`config.mk`:
```
export PLATFORM = sky130hd
export DESIGN_NAME = fwd_scoreboard
export DESIGN_NICKNAME = d
export VERILOG_FILES = /design/src/rtl/fwd_pkg.sv /design/src/rtl/fwd_port_sel.sv /design/src/rtl/fwd_scoreboard.sv
export SDC_FILE = /design/constraint.sdc
export NUM_CORES = 1
export LEC_CHECK = 0
export ABC_AREA = 1
export BUFFER_PORTS_ARGS = -buffer_cell sky130_fd_sc_hd__buf_2
export CORE_MARGIN = 2
export CORE_UTILIZATION = 34
export CTS_CLUSTER_DIAMETER = 80
export DETAILED_ROUTE_END_ITERATION = 8
export HOLD_SLACK_MARGIN = 0.05
export PLACE_DENSITY_LB_ADDON = 0.08
export SLEW_MARGIN = 20
export SYNTH_ARGS = -nofsm -noshare
export SYNTH_HDL_FRONTEND = slang
export SYNTH_SLANG_ARGS = --single-unit
```
`constraint.sdc`:
```
create_clock -name clk -period 2 [get_ports clk]
set_input_delay 0.3 -clock clk [delete_from_list [all_inputs] [get_ports clk]]
set_output_delay 0.3 -clock clk [all_outputs]
set_load 0.05 [all_outputs]
```
`src/rtl/fwd_pkg.sv`:
```
// Shared definitions for the decode-stage forwarding scoreboard.
// Holds stage index constants, the default-width scoreboard entry layout and
// the Tuse/Tnew values used by the decoder for each instruction class.
package fwd_pkg;

    // Stage indices relative to D: E is the youngest tracked stage.
    localparam int STG_E = 0;
    localparam int STG_M = 1;
    localparam int STG_W = 2;

    // Default field widths for the classic three-stage tracking window.
    localparam int FWD_AW = 5;
    localparam int FWD_TW = 2;

    // One in-flight register writer.
    typedef struct packed {
        logic              v;
        logic [FWD_AW-1:0] wa;
        logic [FWD_TW-1:0] tnew;
    } fwd_entry_t;

    // Cycles (after D) until an operand is consumed.
    localparam logic [FWD_TW-1:0] TUSE_BR  = 2'd0;
    localparam logic [FWD_TW-1:0] TUSE_ALU = 2'd1;
    localparam logic [FWD_TW-1:0] TUSE_ST  = 2'd2;

    // Cycles (measured at E entry) until a result can be forwarded.
    localparam logic [FWD_TW-1:0] TNEW_ALU  = 2'd1;
    localparam logic [FWD_TW-1:0] TNEW_LD   = 2'd2;
    localparam logic [FWD_TW-1:0] TNEW_LINK = 2'd0;

endpackage

```
`src/rtl/fwd_port_sel.sv`:
```
// Per-read-port forwarding select.
// Finds the youngest valid entry writing the requested register and decides
// whether to forward that stage's data, stall, or let a later stage forward.
// Ports:
//   ent_v/ent_wa/ent_tnew : flattened scoreboard entries, index 0 = E
//   rd_addr/rd_tuse       : source register and its use deadline
//   rf_rdata              : register file data for this port
//   stg_wd                : per-stage candidate write data
//   data/hit/stall_i      : selected operand, forward flag, port stall
module fwd_port_sel #(
    parameter int NSTAGE = 3,
    parameter int DW     = 32,
    parameter int AW     = 5,
    parameter int TW     = 2
) (
    input  logic [NSTAGE-1:0]    ent_v,
    input  logic [NSTAGE*AW-1:0] ent_wa,
    input  logic [NSTAGE*TW-1:0] ent_tnew,
    input  logic [AW-1:0]        rd_addr,
    input  logic [TW-1:0]        rd_tuse,
    input  logic [DW-1:0]        rf_rdata,
    input  logic [NSTAGE*DW-1:0] stg_wd,
    output logic [DW-1:0]        data,
    output logic                 hit,
    output logic                 stall_i
);

    logic found;

    // Walk from youngest to oldest; the first match decides and older
    // matches are masked. Register 0 is hardwired and never forwarded.
    always_comb begin
        data    = rf_rdata;
        hit     = 1'b0;
        stall_i = 1'b0;
        found   = 1'b0;
        for (int k = 0; k < NSTAGE; k++) begin
            if (!found && ent_v[k] && (ent_wa[k*AW +: AW] == rd_addr) &&
                (rd_addr != '0)) begin
                found = 1'b1;
                if (ent_tnew[k*TW +: TW] == '0) begin
                    data = stg_wd[k*DW +: DW];
                    hit  = 1'b1;
                end else if (ent_tnew[k*TW +: TW] > rd_tuse) begin
                    stall_i = 1'b1;
                end
            end
        end
    end

endmodule

```
`src/rtl/fwd_scoreboard.sv`:
```
// Decode-stage forwarding and hazard unit.
// Tracks in-flight register writers across NSTAGE stages after D and, for each
// read port, selects the youngest ready writer or requests a stall.
// Ports:
//   clk, reset      : clock and asynchronous active-high reset
//   freeze, flush   : external hold, and invalidate-all on exception/eret
//   iss_*           : writer being issued from D (valid, dest, Tnew)
//   rd_addr/rd_tuse : per-port source register and use deadline
//   rf_rdata        : per-port register file data
//   stg_wd          : per-stage candidate write data
//   rd_data/fwd_hit : per-port forwarded operand and forward flag
//   stall           : hold PC and D, bubble into E
module fwd_scoreboard
    import fwd_pkg::*;
#(
    parameter int NUM_RD = 2,
    parameter int NSTAGE = 3,
    parameter int DW     = 32,
    parameter int AW     = 5,
    parameter int TW     = $clog2(NSTAGE + 1)
) (
    input  logic                 clk,
    input  logic                 reset,
    input  logic                 freeze,
    input  logic                 flush,
    input  logic                 iss_valid,
    input  logic [AW-1:0]        iss_wa,
    input  logic [TW-1:0]        iss_tnew,
    input  logic [NUM_RD*AW-1:0] rd_addr,
    input  logic [NUM_RD*TW-1:0] rd_tuse,
    input  logic [NUM_RD*DW-1:0] rf_rdata,
    input  logic [NSTAGE*DW-1:0] stg_wd,
    output logic [NUM_RD*DW-1:0] rd_data,
    output logic [NUM_RD-1:0]    fwd_hit,
    output logic                 stall
);

    localparam logic [TW-1:0] TNEW_MAX = TW'(NSTAGE - 1);

    logic [NSTAGE-1:0]    ent_v;
    logic [NSTAGE*AW-1:0] ent_wa;
    logic [NSTAGE*TW-1:0] ent_tnew;
    logic [NSTAGE*TW-1:0] tnew_dec;
    logic [TW-1:0]        iss_tnew_c;
    logic [NUM_RD-1:0]    port_stall;

    // A writer can never need longer than the tracking window to produce.
    assign iss_tnew_c = (iss_tnew > TNEW_MAX) ? TNEW_MAX : iss_tnew;

    // Each entry's Tnew as it will appear one stage later, floored at zero.
    always_comb begin
        tnew_dec = '0;
        for (int k = 0; k < NSTAGE; k++) begin
            if (ent_tnew[k*TW +: TW] != '0) begin
                tnew_dec[k*TW +: TW] = ent_tnew[k*TW +: TW] - TW'(1);
            end
        end
    end

    // Scoreboard shift register. Flush wins over freeze so an exception is
    // never lost while a multiply holds the pipe; a stall issues a bubble.
    always_ff @(posedge clk or posedge reset) begin
        if (reset) begin
            ent_v    <= '0;
            ent_wa   <= '0;
            ent_tnew <= '0;
        end else if (flush) begin
            ent_v <= '0;
        end else if (!freeze) begin
            ent_v[STG_E]           <= iss_valid & ~stall;
            ent_wa[0 +: AW]        <= iss_wa;
            ent_tnew[0 +: TW]      <= iss_tnew_c;
            for (int k = 1; k < NSTAGE; k++) begin
                ent_v[k]             <= ent_v[k-1];
                ent_wa[k*AW +: AW]   <= ent_wa[(k-1)*AW +: AW];
                ent_tnew[k*TW +: TW] <= tnew_dec[(k-1)*TW +: TW];
            end
        end
    end

    for (genvar i = 0; i < NUM_RD; i++) begin : g_port
        fwd_port_sel #(
            .NSTAGE(NSTAGE),
            .DW    (DW),
            .AW    (AW),
            .TW    (TW)
        ) u_sel (
            .ent_v   (ent_v),
            .ent_wa  (ent_wa),
            .ent_tnew(ent_tnew),
            .rd_addr (rd_addr[i*AW +: AW]),
            .rd_tuse (rd_tuse[i*TW +: TW]),
            .rf_rdata(rf_rdata[i*DW +: DW]),
            .stg_wd  (stg_wd),
            .data    (rd_data[i*DW +: DW]),
            .hit     (fwd_hit[i]),
            .stall_i (port_stall[i])
        );
    end

    assign stall = |port_stall;

endmodule

```
# Word-level counts from Yosys, hierarchy flattened
# Cells that the tools add are included.
[word_totals]
reg_bits = 24
in_bits = 186
out_inout_bits = 67
elab_cells = 102
[classes]
add_sub_neg = 2
order_cmp = 7
eq_ne = 7
mux = 50
n_bitwise = 4
n_reduce_logical = 29
[ops]
columns = ["op", "count"]
rows = [
  ["two-way mux 32 bit", 12],
  ["two-way mux 1 bit", 33],
  ["== test 5 bit", 6],
  ["logical AND 1 bit", 16],
  ["greater-than comparator 2 bit", 6],
  ["nonzero test 5 bit", 2],
  ["zero test 2 bit", 3],
  ["two-way mux 2 bit", 3],
  ["two-way mux 3 bit", 2],
  ["zero test 1 bit", 4],
  ["nonzero test 2 bit", 2],
  ["subtractor 2 x 1 -> 2 bit, second input constant", 2],
  ["NOT 1 bit", 3],
  ["greater-than comparator 2 bit, second input constant", 1],
  ["!= test 2 x 1 -> 1 bit, second input constant", 1],
  ["AND reduction 2 bit", 1],
  ["OR reduction 2 bit", 1],
  ["bitwise AND 1 bit", 1],
]

# Longest topological paths before layout
# Gate-level depths: netlist of the first run.
[depth]
ltp_word = 19
depth_mapped = 15
ltp_nobuf = 14

# By module
# From an unflattened synthesis of the first run, not the netlist that was laid out.
[unflattened]
hier_cells = 1125
hier_area_um2 = 5729.2
[by_module_without_submodules]
columns = ["mod", "instances", "cells_per_inst", "area_each_um2", "seq_area_each_um2"]
rows = [
  ["fwd_port_sel", 2, 509, 2367.3, 0.0],
  ["fwd_scoreboard", 1, 107, 994.7, 600.6],
]

# Worst setup path after synthesis of the first run
# OpenSTA, ideal clock, no wires.
[synth_timing]
kind = "register -> output"
start = "register ent_tnew[5]"
end = "output port rd_data[10]"
arrival_ns = 1.776
required_ns = 1.700
path_slack_ns = -0.076
path_stages_with_launch = 8
path_buffers = 2
path_cell_list = "dfrtp_1 -> nor2_1 -> inv_1 -> clkbuf_1 -> clkbuf_1 -> nor2_1 -> nand2_1 -> nand2_1"
[synth_between]
elab_chain_len = 3
[synth_rtl]
columns = ["item", "line", "rtl"]
rows = [
  ["start, declared", "fwd_scoreboard.sv:42", "logic [NSTAGE*TW-1:0] ent_tnew;"],
  ["start signal, assigned by index", "fwd_scoreboard.sv:72", "ent_tnew[0 +: TW] <= iss_tnew_c;"],
  ["start signal, assigned by index", "fwd_scoreboard.sv:76", "ent_tnew[k*TW +: TW] <= tnew_dec[(k-1)*TW +: TW];"],
  ["zero test 2 bit", "fwd_port_sel.sv:41", "if (ent_tnew[k*TW +: TW] == '0) begin"],
  ["two-way mux 32 bit", "fwd_port_sel.sv:41", ""],
  ["two-way mux 32 bit", "fwd_port_sel.sv:38", "if (!found && ent_v[k] && (ent_wa[k*AW +: AW] == rd_addr) &&"],
  ["end, declared", "fwd_scoreboard.sv:33", "output logic [NUM_RD*DW-1:0] rd_data,"],
]
# Every way passes these cells.

# Final worst setup path of the first run
[layout_timing]
start = "register ent_wa[8]"
end = "output port rd_data[59]"
[layout_between]
elab_chain_len = 9
word_cells_on_any_way = 11
classes_between = "eq/ne: 1; mux: 4; reduce/logical: 6"
[layout_rtl]
columns = ["item", "line", "rtl"]
rows = [
  ["start, declared", "fwd_scoreboard.sv:41", "logic [NSTAGE*AW-1:0] ent_wa;"],
  ["start signal, assigned by index", "fwd_scoreboard.sv:71", "ent_wa[0 +: AW] <= iss_wa;"],
  ["start signal, assigned by index", "fwd_scoreboard.sv:75", "ent_wa[k*AW +: AW] <= ent_wa[(k-1)*AW +: AW];"],
  ["== test 5 bit *", "fwd_port_sel.sv:38", ""],
  ["logical AND 1 bit * (2 in a row)", "fwd_port_sel.sv:38", ""],
  ["two-way mux 1 bit", "fwd_port_sel.sv:38", ""],
  ["zero test 1 bit", "fwd_port_sel.sv:38", ""],
  ["logical AND 1 bit (3 in a row)", "fwd_port_sel.sv:38", ""],
  ["two-way mux 32 bit *", "fwd_port_sel.sv:38", ""],
]
# Mark *: on every way between the ends. The rest lies on a longest branch, timed or not.

==> results of run 1 <==
## Yosys cell counts (all sizes together)
cell    instances
nand2         431
nor2          161
inv           116
nand3          91
buf            38
o211ai         30
dfrtp          24
o21ai          21
ha             12
a21oi           9
clkbuf          9
nand4           4
clkinv          3
xnor2           2
a211oi          1
o31ai           1
## power by group
group	total [W]	leakage, nW	switching [W]	internal (W)
clock network	0.000594	0.0511	0.000196	0.000399
registers	0.000628	0.299	0.0000737	0.000554
logic	0.00177	4.20	0.00104	0.000724
total	0.00299	4.55	0.00131	0.00168
## layout by cell type (no fill, tap or decap), types with 3 or more instances in the layout
cell type / count
nor2_1: 123
nand3_2: 16
o211ai_1: 16
buf_2: 185
a21oi_2: 3
diode_2: 3
clkbuf_16: 6
buf_4: 56
buf_6: 64
nand2_2: 63
o211ai_2: 14
nand4_1: 4
nand2_4: 4
nor2_2: 29
nand3_1: 72
a21oi_1: 6
buf_8: 11
dfrtp_2: 5
nor2_4: 9
ha_1: 12
o21ai_0: 20
dfrtp_1: 19
inv_2: 22
inv_1: 91
buf_12: 17
nand2_1: 363
nand3_4: 3
## worst min-delay path by stage
| stage | start | end | slack (ps) | cells past startpoint |
|---|---|---|---|---|
| 6_report | reset | ent_v[0]$_DFFE_PP0P_ | 80 | 3 |
| 5_1_grt | reset | ent_v[0]$_DFFE_PP0P_ | 110 | 3 |
| 3_3_place_gp | reset | ent_tnew[1]$_DFFE_PP0P_ | 370 | 3 |
| 2_1_floorplan | reset | ent_tnew[0]$_DFFE_PP0P_ | 310 | 1 |
| 3_5_place_dp | reset | ent_v[0]$_DFFE_PP0P_ | 380 | 3 |
| 4_1_cts | reset | ent_v[2]$_DFFE_PP0P_ | 90 | 3 |
## stage by stage
step           hold slack, ps  worst slack (ps)
6_report                 78.1              -476
5_1_grt                   111              -557
4_1_cts                  94.9              -389
3_5_place_dp              379              -283
3_3_place_gp              366              -282
2_1_floorplan             315              2.47
## worst min-delay path, cell delays in order
cell,delay (ps)
buf_2,100
inv_1,40
buf_4,300
## metal layers
metal	global-route usage (%)	part of all wire, %	wire [um]	vias up
met4	4.97	1.4	294	0
met2	43.2	48	9870	265
li1	-	-	-	3519
met3	3.30	7.0	1440	24
met5	0	0	0	-
met1	33.5	44	9030	2976
## registers in the layout, summed over array words and instances, names as in the netlist
name and cells:
ent_v 3, ent_wa 15, ent_tnew 6
## layout make-up
type | instances | share of cell area (%)
inverter | 119 | 5.85
clock buffer | 3 | 0.947
clock inverter | 1 | 0.379
timing repair buffer | 338 | 34.1
antenna | 3 | 0.0947
multi-input combinational | 763 | 48.2
sequential | 24 | 7.65
tap | 180 | 2.84
## timing repair
item	4_1_cts	5_1_grt
gates cloned	2	3
gates resized for setup	164	71
buffers inserted	6	11
pin swaps	17	11
endpoints found under the setup margin	67	67
## logic make-up after synthesis
group	Yosys count	synth area share (%)
simple gates	687	59.2
buf+inv	166	15.6
compound gates	62	9.45
flops	24	12.3
fa+ha+maj	12	3.08
xor+xnor	2	0.360
==> impl_metrics.ini, run 1 <==
[floorplanning]
num_rows = 43
die_w_um = 124
io-pin-count = 253
core_area_mm2 = 0.0139
fp.dieArea_mm2 = 0.0153
die_h_um = 124
start_util_pct = 35.0

[timing]
finClkSkew_ps = 2.53
min_period_over_period_pct = 124
hold_viol = 0
grt_setup_unrepaired = true
slew_viol_final = 0
min_period_ps = 2480
max-slew-margin-rel_pct = 78.8
setup_tns_ps = -24360
worstMarginPinSlew_ps = 318
fmaxAchievable_ghz = 0.404
setup_viol = 67
final.setup.worst_slack_ps = -476

[finish]
nets = 1447
final_area_mm2 = 0.00793
seq_area_um2 = 607
syn2layout_area_growth_pct = 62.7
final_layout_size_suffix_gt1_share_pct = 41.4
n_fill_cell = 1461
fin_util_pct = 56.9
layout.cells.non_filler = 1431
multiInputGateArea_mm2 = 0.00382

[grt]
track_usage_pct = 25.1
grt_max_degree = 36
grt_pass1_wl_um = 30500
grt_pass1_vias = 6098
grt_overflow = 0
antenna_found_initial = 0

[cts]
max-clock-path-buffers = 2
insertion_delay_ps = 260
cts_tree = built
cts_buffers = 3
clkTransAtPathRegs_ps = 70
clock_sinks = 24
h-tree-depth = 1
root_buffer = clkbuf_16
ctsHoldBuffers = 0

[synthesis]
yosysTopAreaCellShare_pct = 32.7
yosys-top-cells-area = nand2_1 (33%), dfrtp_1 (12%), nor2_1 (10%)
yosys.area.top_type = nand2_1
avgSynthCellArea_um2 = 5.11
synth_warnings = 0
seq_area_frac_synth_pct = 12.3
synth_area_mm2 = 0.00487
yosys.cell_types.count = 27
syn_nets = 1151
ys_ff_latch = 24
syn_inst = 953

[drt]
drt-vias-per-instance = 4.74
via_count = 6784
totalWireLength_um = 20600
drt-initial-drc-count = 480
wire_per_inst_um = 14.4
antenna_left = 0
drc = 0
drtPass1Iterations = 6

[setup_path]
cp.depth = 11
cpMostUsedCell = nand2_1
timing.rr.start = ent_v[1]$_DFFE_PP0P_
path_delay_family = simple AND/OR/NAND/NOR gates
cp_max_fo = 8
required_ps = 1700
endpoint_kind = output port
arrival_ps = 2180
crit_start = ent_wa[8]$_DFFE_PP0P_
rr_endpoint = ent_v[0]$_DFFE_PP0P_
rrSetupSlack_ps = 300
cp_cell_sequence = nand2_1, nand2_1, nor2_1, nand2_1, nor2_4, nand3_4, buf_12, clkbuf_16, o211ai_1, nand2_2, buf_8
slowest_delay_ps = 430
ff2ff_path_depth = 13
cpMaxStageDelayCell = dfrtp_1
crit_path_start_kind = flop
critPathKind = flop to output port
path_buf_inv = 3
setup.worst_path.end = rd_data[59]

[run]
cap_viol_max_count = 0

[status]
run_status = finished with violations
violations = setup timing

[placed_design]
io_buffers = 252
gp_congestion = 0.919
dpl.cell_count = 1403
dpl.hpwl_um = 15500
placed_area_mm2 = 0.00682

[pwr]
p_per_area_mw_per_mm2 = 377
p_leak_nw = 4.55
ir_worst_vdd_uv = 450
power_w = 0.00299

[worst_hold_path]
hp-class = input port to async pin
Power figures use the tool's default switching activity.
==> inputs of run 2 (changes only) <==
--- a/config.mk
+++ b/config.mk
@@ -13,6 +13,7 @@
 export DETAILED_ROUTE_END_ITERATION = 8
 export HOLD_SLACK_MARGIN = 0.05
 export PLACE_DENSITY_LB_ADDON = 0.08
+export SETUP_SLACK_MARGIN = 0.15
 export SLEW_MARGIN = 20
 export SYNTH_ARGS = -nofsm -noshare
 export SYNTH_HDL_FRONTEND = slang
==> run 2 against run 1 <==
The run still ends with setup timing left. Combinational power grew 11%. Routed wire length grew 9.7%. Utilization grew 8.9 points. First-iteration DRC count shrank 8.8%. Power grew 3.2%. Setup slack lost 50 ps. Fmax shrank 2.0%. Sequential power is essentially flat. Sequential share of layout area shrank 1.1 points. Final area grew 16%. Critical path type unchanged. Largest cell class unchanged.
==> impl_metrics.ini, run 2 (same netlist as run 1, synthesis figures left out) <==
[placed_design]
dpl.hpwl_um = 15400
placed_area_mm2 = 0.00706
io_buffers = 252
gp_congestion = 0.857

[setup_path]
cp_max_fo = 9
cp_cell_sequence = buf_6, nand2_2, nand2_2, nor2_2, nand2_2, nor2_4, nand3_4, buf_4, buf_6, inv_1, nand2_1, nand3_1, nand2_2, buf_8
slowest_delay_ps = 430
cpMaxStageDelayCell = dfrtp_1
endpoint_kind = output port
arrival_ps = 2230
critPathKind = flop to output port
rrSetupSlack_ps = 180
required_ps = 1700
cpMostUsedCell = nand2_2
crit_path_start_kind = flop

[cts]
max-clock-path-buffers = 2
insertion_delay_ps = 260
cts_buffers = 3
ctsHoldBuffers = 0
cts_tree = built
root_buffer = clkbuf_16
clkTransAtPathRegs_ps = 70
h-tree-depth = 1
clock_sinks = 24

[drt]
totalWireLength_um = 22600
drt-vias-per-instance = 4.98
drc = 0
drt-initial-drc-count = 438
antenna_left = 0
drtPass1Iterations = 5
via_count = 7235
wire_per_inst_um = 15.6

[floorplanning]
die_h_um = 124
fp.dieArea_mm2 = 0.0153
start_util_pct = 35.0
num_rows = 43
io-pin-count = 253
core_area_mm2 = 0.0139
die_w_um = 124

[grt]
grt_pass1_wl_um = 32600
grt_pass1_vias = 6511
antenna_found_initial = 1
grt_overflow = 0
grt_max_degree = 36
track_usage_pct = 27.1

[finish]
final_common_cell = nand2_1
nets = 1471
mostFrequentLayoutCells = nand2_1 (318), buf_2 (185), nor2_1 (95)
largest_register_ffs = 15
fin_util_pct = 65.8
largest_register = ent_wa
n_fill_cell = 1268
final_area_mm2 = 0.00917
final_layout_size_suffix_gt1_share_pct = 48.1
largest_registers = ent_wa: 15 flops, ent_tnew: 6 flops, ent_v: 3 flops
syn2layout_area_growth_pct = 88.1

[timing]
grt_setup_unrepaired = true
finClkSkew_ps = 3.67
worstMarginPinSlew_ps = 353
setup_tns_ps = -30190
hold_viol = 0
final.setup.worst_slack_ps = -526
slew_viol_final = 0
fmaxAchievable_ghz = 0.396
setup_viol = 67
hold_ws_ps = 71.4
min_period_ps = 2530
max-slew-margin-rel_pct = 76.5
min_period_over_period_pct = 126

[status]
violations = setup timing
run_status = finished with violations

[run]
cap_viol_max_count = 0

[pwr]
power_w = 0.00309
p_per_area_mw_per_mm2 = 337
ir_worst_vdd_uv = 302
p_leak_nw = 4.94

[worst_hold_path]
hp-class = input port to async pin
## run 2: layer usage
metal	track usage [%]	share of wire [%]	wire length [um]	up-vias
li1	-	-	-	3580
met1	36.0	42	9510	3302
met2	46.6	48	10900	308
met3	3.16	6.9	1550	45
met4	6.68	2.9	647	0
met5	0	0	0	-
## run 2: repair_timing
item,in CTS,in global routing
setup endpoints to repair,67,68
setup buffers,18,10
hold endpoints to repair,0,0
pin swaps,24,91
resized for setup,249,144
gates cloned,12,4
## run 2: power breakdown
group,internal (W),switching [W]
Sequential,0.000553,0.0000739
Combinational,0.000826,0.00113
Clock,0.000307,0.000193
Total,0.00169,0.00140
## run 2: critical path: cells and delay by family, from the launching register on
| family | cells | cell delay (ps) |
|---|---|---|
| and+or+nand+nor | 9 | 850 |
| DFF | 1 | 430 |
| buffers and inverters | 5 | 660 |
## run 2: cell type report
cell class                      instances  area [um^2]  area share (%)
Tap cell                              180          225            2.46
Sequential cell                        24          604            6.59
Timing Repair Buffer                  362         3380            36.9
Clock buffer                            4         88.8           0.969
Antenna cell                            1         2.50          0.0273
Inverter                              119          470            5.13
Multi-Input combinational cell        763         4390            47.9
## run 2: worst paths after layout
| check | startpoint | to | cells after the start |
|---|---|---|---|
| setup / recovery | ent_wa[5]$_DFFE_PP0P_ | rd_data[62] | 14 |
| hold / removal | reset | ent_v[2]$_DFFE_PP0P_ | 3 |
| setup reg to reg | ent_wa[2]$_DFFE_PP0P_ | ent_v[0]$_DFFE_PP0P_ | 12 |
| hold reg to reg | ent_v[0]$_DFFE_PP0P_ | ent_v[0]$_DFFE_PP0P_ | 2 |
| max in group asynchronous | reset | ent_wa[9]$_DFFE_PP0P_ | 3 |
| min in group clk | iss_wa[2] | ent_wa[2]$_DFFE_PP0P_ | 3 |
## run 2: per-stage QoR
| step | instances | worst slack [ps] |
|---|---|---|
| 2_1_floorplan | 953 | 114 |
| 3_3_place_gp | 1404 | -298 |
| 3_5_place_dp | 1404 | -295 |
| 4_1_cts | 1438 | -473 |
| 5_1_grt | 1453 | -615 |
| 6_report | 1453 | -526 |
==> inputs of run 3 (changes only) <==
==> constraint.sdc (replaced) <==
create_clock -name clk -period 2.15 [get_ports clk]
set_input_delay 0.3225 -clock clk [delete_from_list [all_inputs] [get_ports clk]]
set_output_delay 0.3225 -clock clk [all_outputs]
set_load 0.05 [all_outputs]
==> run 3 against run 2 <==
The flow still finishes with violations (setup timing). Worst hold slack better by 19 ps. Sequential power down 8.0%. First-iteration DRC count up 9.4%. Clock power up 11%. Power down 6.7%. Utilization down 4.2 points. Final area down 6.3%.
==> impl_metrics.ini, run 3 (same netlist as run 1, synthesis figures left out) <==
[status]
run_status = finished with violations
violations = setup timing

[pwr]
p_leak_nw = 4.84
p_per_area_mw_per_mm2 = 335
ir_worst_vdd_uv = 428

[timing]
setup_viol = 68
min_period_ps = 2490
finClkSkew_ps = 4.34
worstMarginPinSlew_ps = 324
max-slew-margin-rel_pct = 78.4
final.setup.worst_slack_ps = -336
min_period_over_period_pct = 116
hold_viol = 0
setup_tns_ps = -18120
fmaxAchievable_ghz = 0.402
slew_viol_final = 0
grt_setup_unrepaired = true

[cts]
max-clock-path-buffers = 2
insertion_delay_ps = 270
clkTransAtPathRegs_ps = 70
clock_sinks = 24
cts_buffers = 3
cts_tree = built
h-tree-depth = 1
ctsHoldBuffers = 0
root_buffer = clkbuf_16

[floorplanning]
fp.dieArea_mm2 = 0.0153
num_rows = 43
die_h_um = 124
core_area_mm2 = 0.0139
die_w_um = 124
io-pin-count = 253
start_util_pct = 35.0

[grt]
grt_max_degree = 39
grt_overflow = 0
track_usage_pct = 27.2
grt_pass1_vias = 6539
grt_pass1_wl_um = 32700
antenna_found_initial = 2

[finish]
largest_registers = ent_wa: 15 flops, ent_tnew: 6 flops, ent_v: 3 flops
n_fill_cell = 1376
antenna_cells = 0
nets = 1467
final_layout_size_suffix_gt1_share_pct = 45.0
mostFrequentLayoutCells = nand2_1 (348), buf_2 (185), nor2_1 (106)
syn2layout_area_growth_pct = 76.2
final_area_mm2 = 0.00859
largest_register = ent_wa
fin_util_pct = 61.6
largest_register_ffs = 15
final_common_cell = nand2_1

[drt]
drt-vias-per-instance = 4.90
via_count = 7098
drtPass1Iterations = 7
wire_per_inst_um = 15.2
totalWireLength_um = 22000
drt-initial-drc-count = 479
antenna_left = 0
drc = 0

[placed_design]
gp_congestion = 0.869
placed_area_mm2 = 0.00677
pre_cts_slack_ps = -220
io_buffers = 252
dpl.hpwl_um = 15400

[setup_path]
cp_max_fo = 7
arrival_ps = 2160
required_ps = 1830
critPathKind = flop to output port
crit_path_start_kind = flop
endpoint_kind = output port

[worst_hold_path]
hp-class = input port to async pin

[run]
cap_viol_max_count = 0
[run 3: per-layer routing]
metal,global-route usage (%),up-vias,routed length (um),part of all wire (%)
met5,0,-,25,0.11
met1,34.4,3196,8960,41
met4,5.18,4,382,1.7
li1,-,3554,-,-
met2,48.5,302,10900,50
met3,4.58,42,1690,7.7
[run 3: report_power, final]
group	total [W]	internal (W)	switching, W
logic	0.00175	0.000732	0.00101
registers	0.000577	0.000514	0.0000632
clock network	0.000556	0.000371	0.000185
total	0.00288	0.00162	0.00126
[run 3: stage by stage]
stage | total power [W] | hold slack, ps | std cells
2_1_floorplan | 0.00145 | 337 | 953
3_3_place_gp | 0.00201 | 400 | 1398
3_5_place_dp | 0.00201 | 395 | 1398
4_1_cts | 0.00283 | 113 | 1444
5_1_grt | 0.00308 | 160 | 1448
6_report | 0.00288 | 90.7 | 1448
[run 3: area by class of cell]
type / instances / area [um^2] / share of cell area, %
Tap cell: 180 / 225 / 2.62
Timing Repair Buffer: 358 / 3100 / 36.1
Inverter: 119 / 468 / 5.45
Multi-Input combinational cell: 763 / 4090 / 47.6
Clock inverter: 1 / 30.0 / 0.350
Clock buffer: 3 / 75.1 / 0.874
Sequential cell: 24 / 604 / 7.04
[run 3: final timing paths]
kind                                        from                      to  slack [ps]  cells after the start
max                        ent_wa[9]$_DFFE_PP0P_             rd_data[26]        -340                     17
min                                        reset  ent_wa[11]$_DFFE_PP0P_          90                      3
max reg2reg                ent_wa[1]$_DFFE_PP0P_   ent_wa[1]$_DFFE_PP0P_        -180                     16
min reg2reg                 ent_v[0]$_DFFE_PP0P_    ent_v[0]$_DFFE_PP0P_         490                      2
max in group asynchronous                  reset   ent_wa[2]$_DFFE_PP0P_        1790                      3
min in group clk                       iss_wa[2]   ent_wa[2]$_DFFE_PP0P_         250                      3
[run 3: critical path: stages (launching register included)]
cell,delay (ps)
dfrtp_2,450
inv_2,80
nand2_1,50
nand2_1,70
nand2_1,70
inv_1,70
nand2_2,60
nor2_4,130
buf_6,130
nor2_4,40
nand2_4,80
inv_8,60
buf_12,130
buf_16,130
nor2_4,80
nand2_2,60
nand2_2,80
buf_8,140
[run 3: what timing repair did]
item / 4_1_cts / 5_1_grt
pin swaps: 58 / 30
gates cloned: 9 / 1
setup endpoints to repair: 67 / 68
resized for setup: 264 / 75
hold endpoints to repair: 0 / 0
setup buffers: 33 / 3
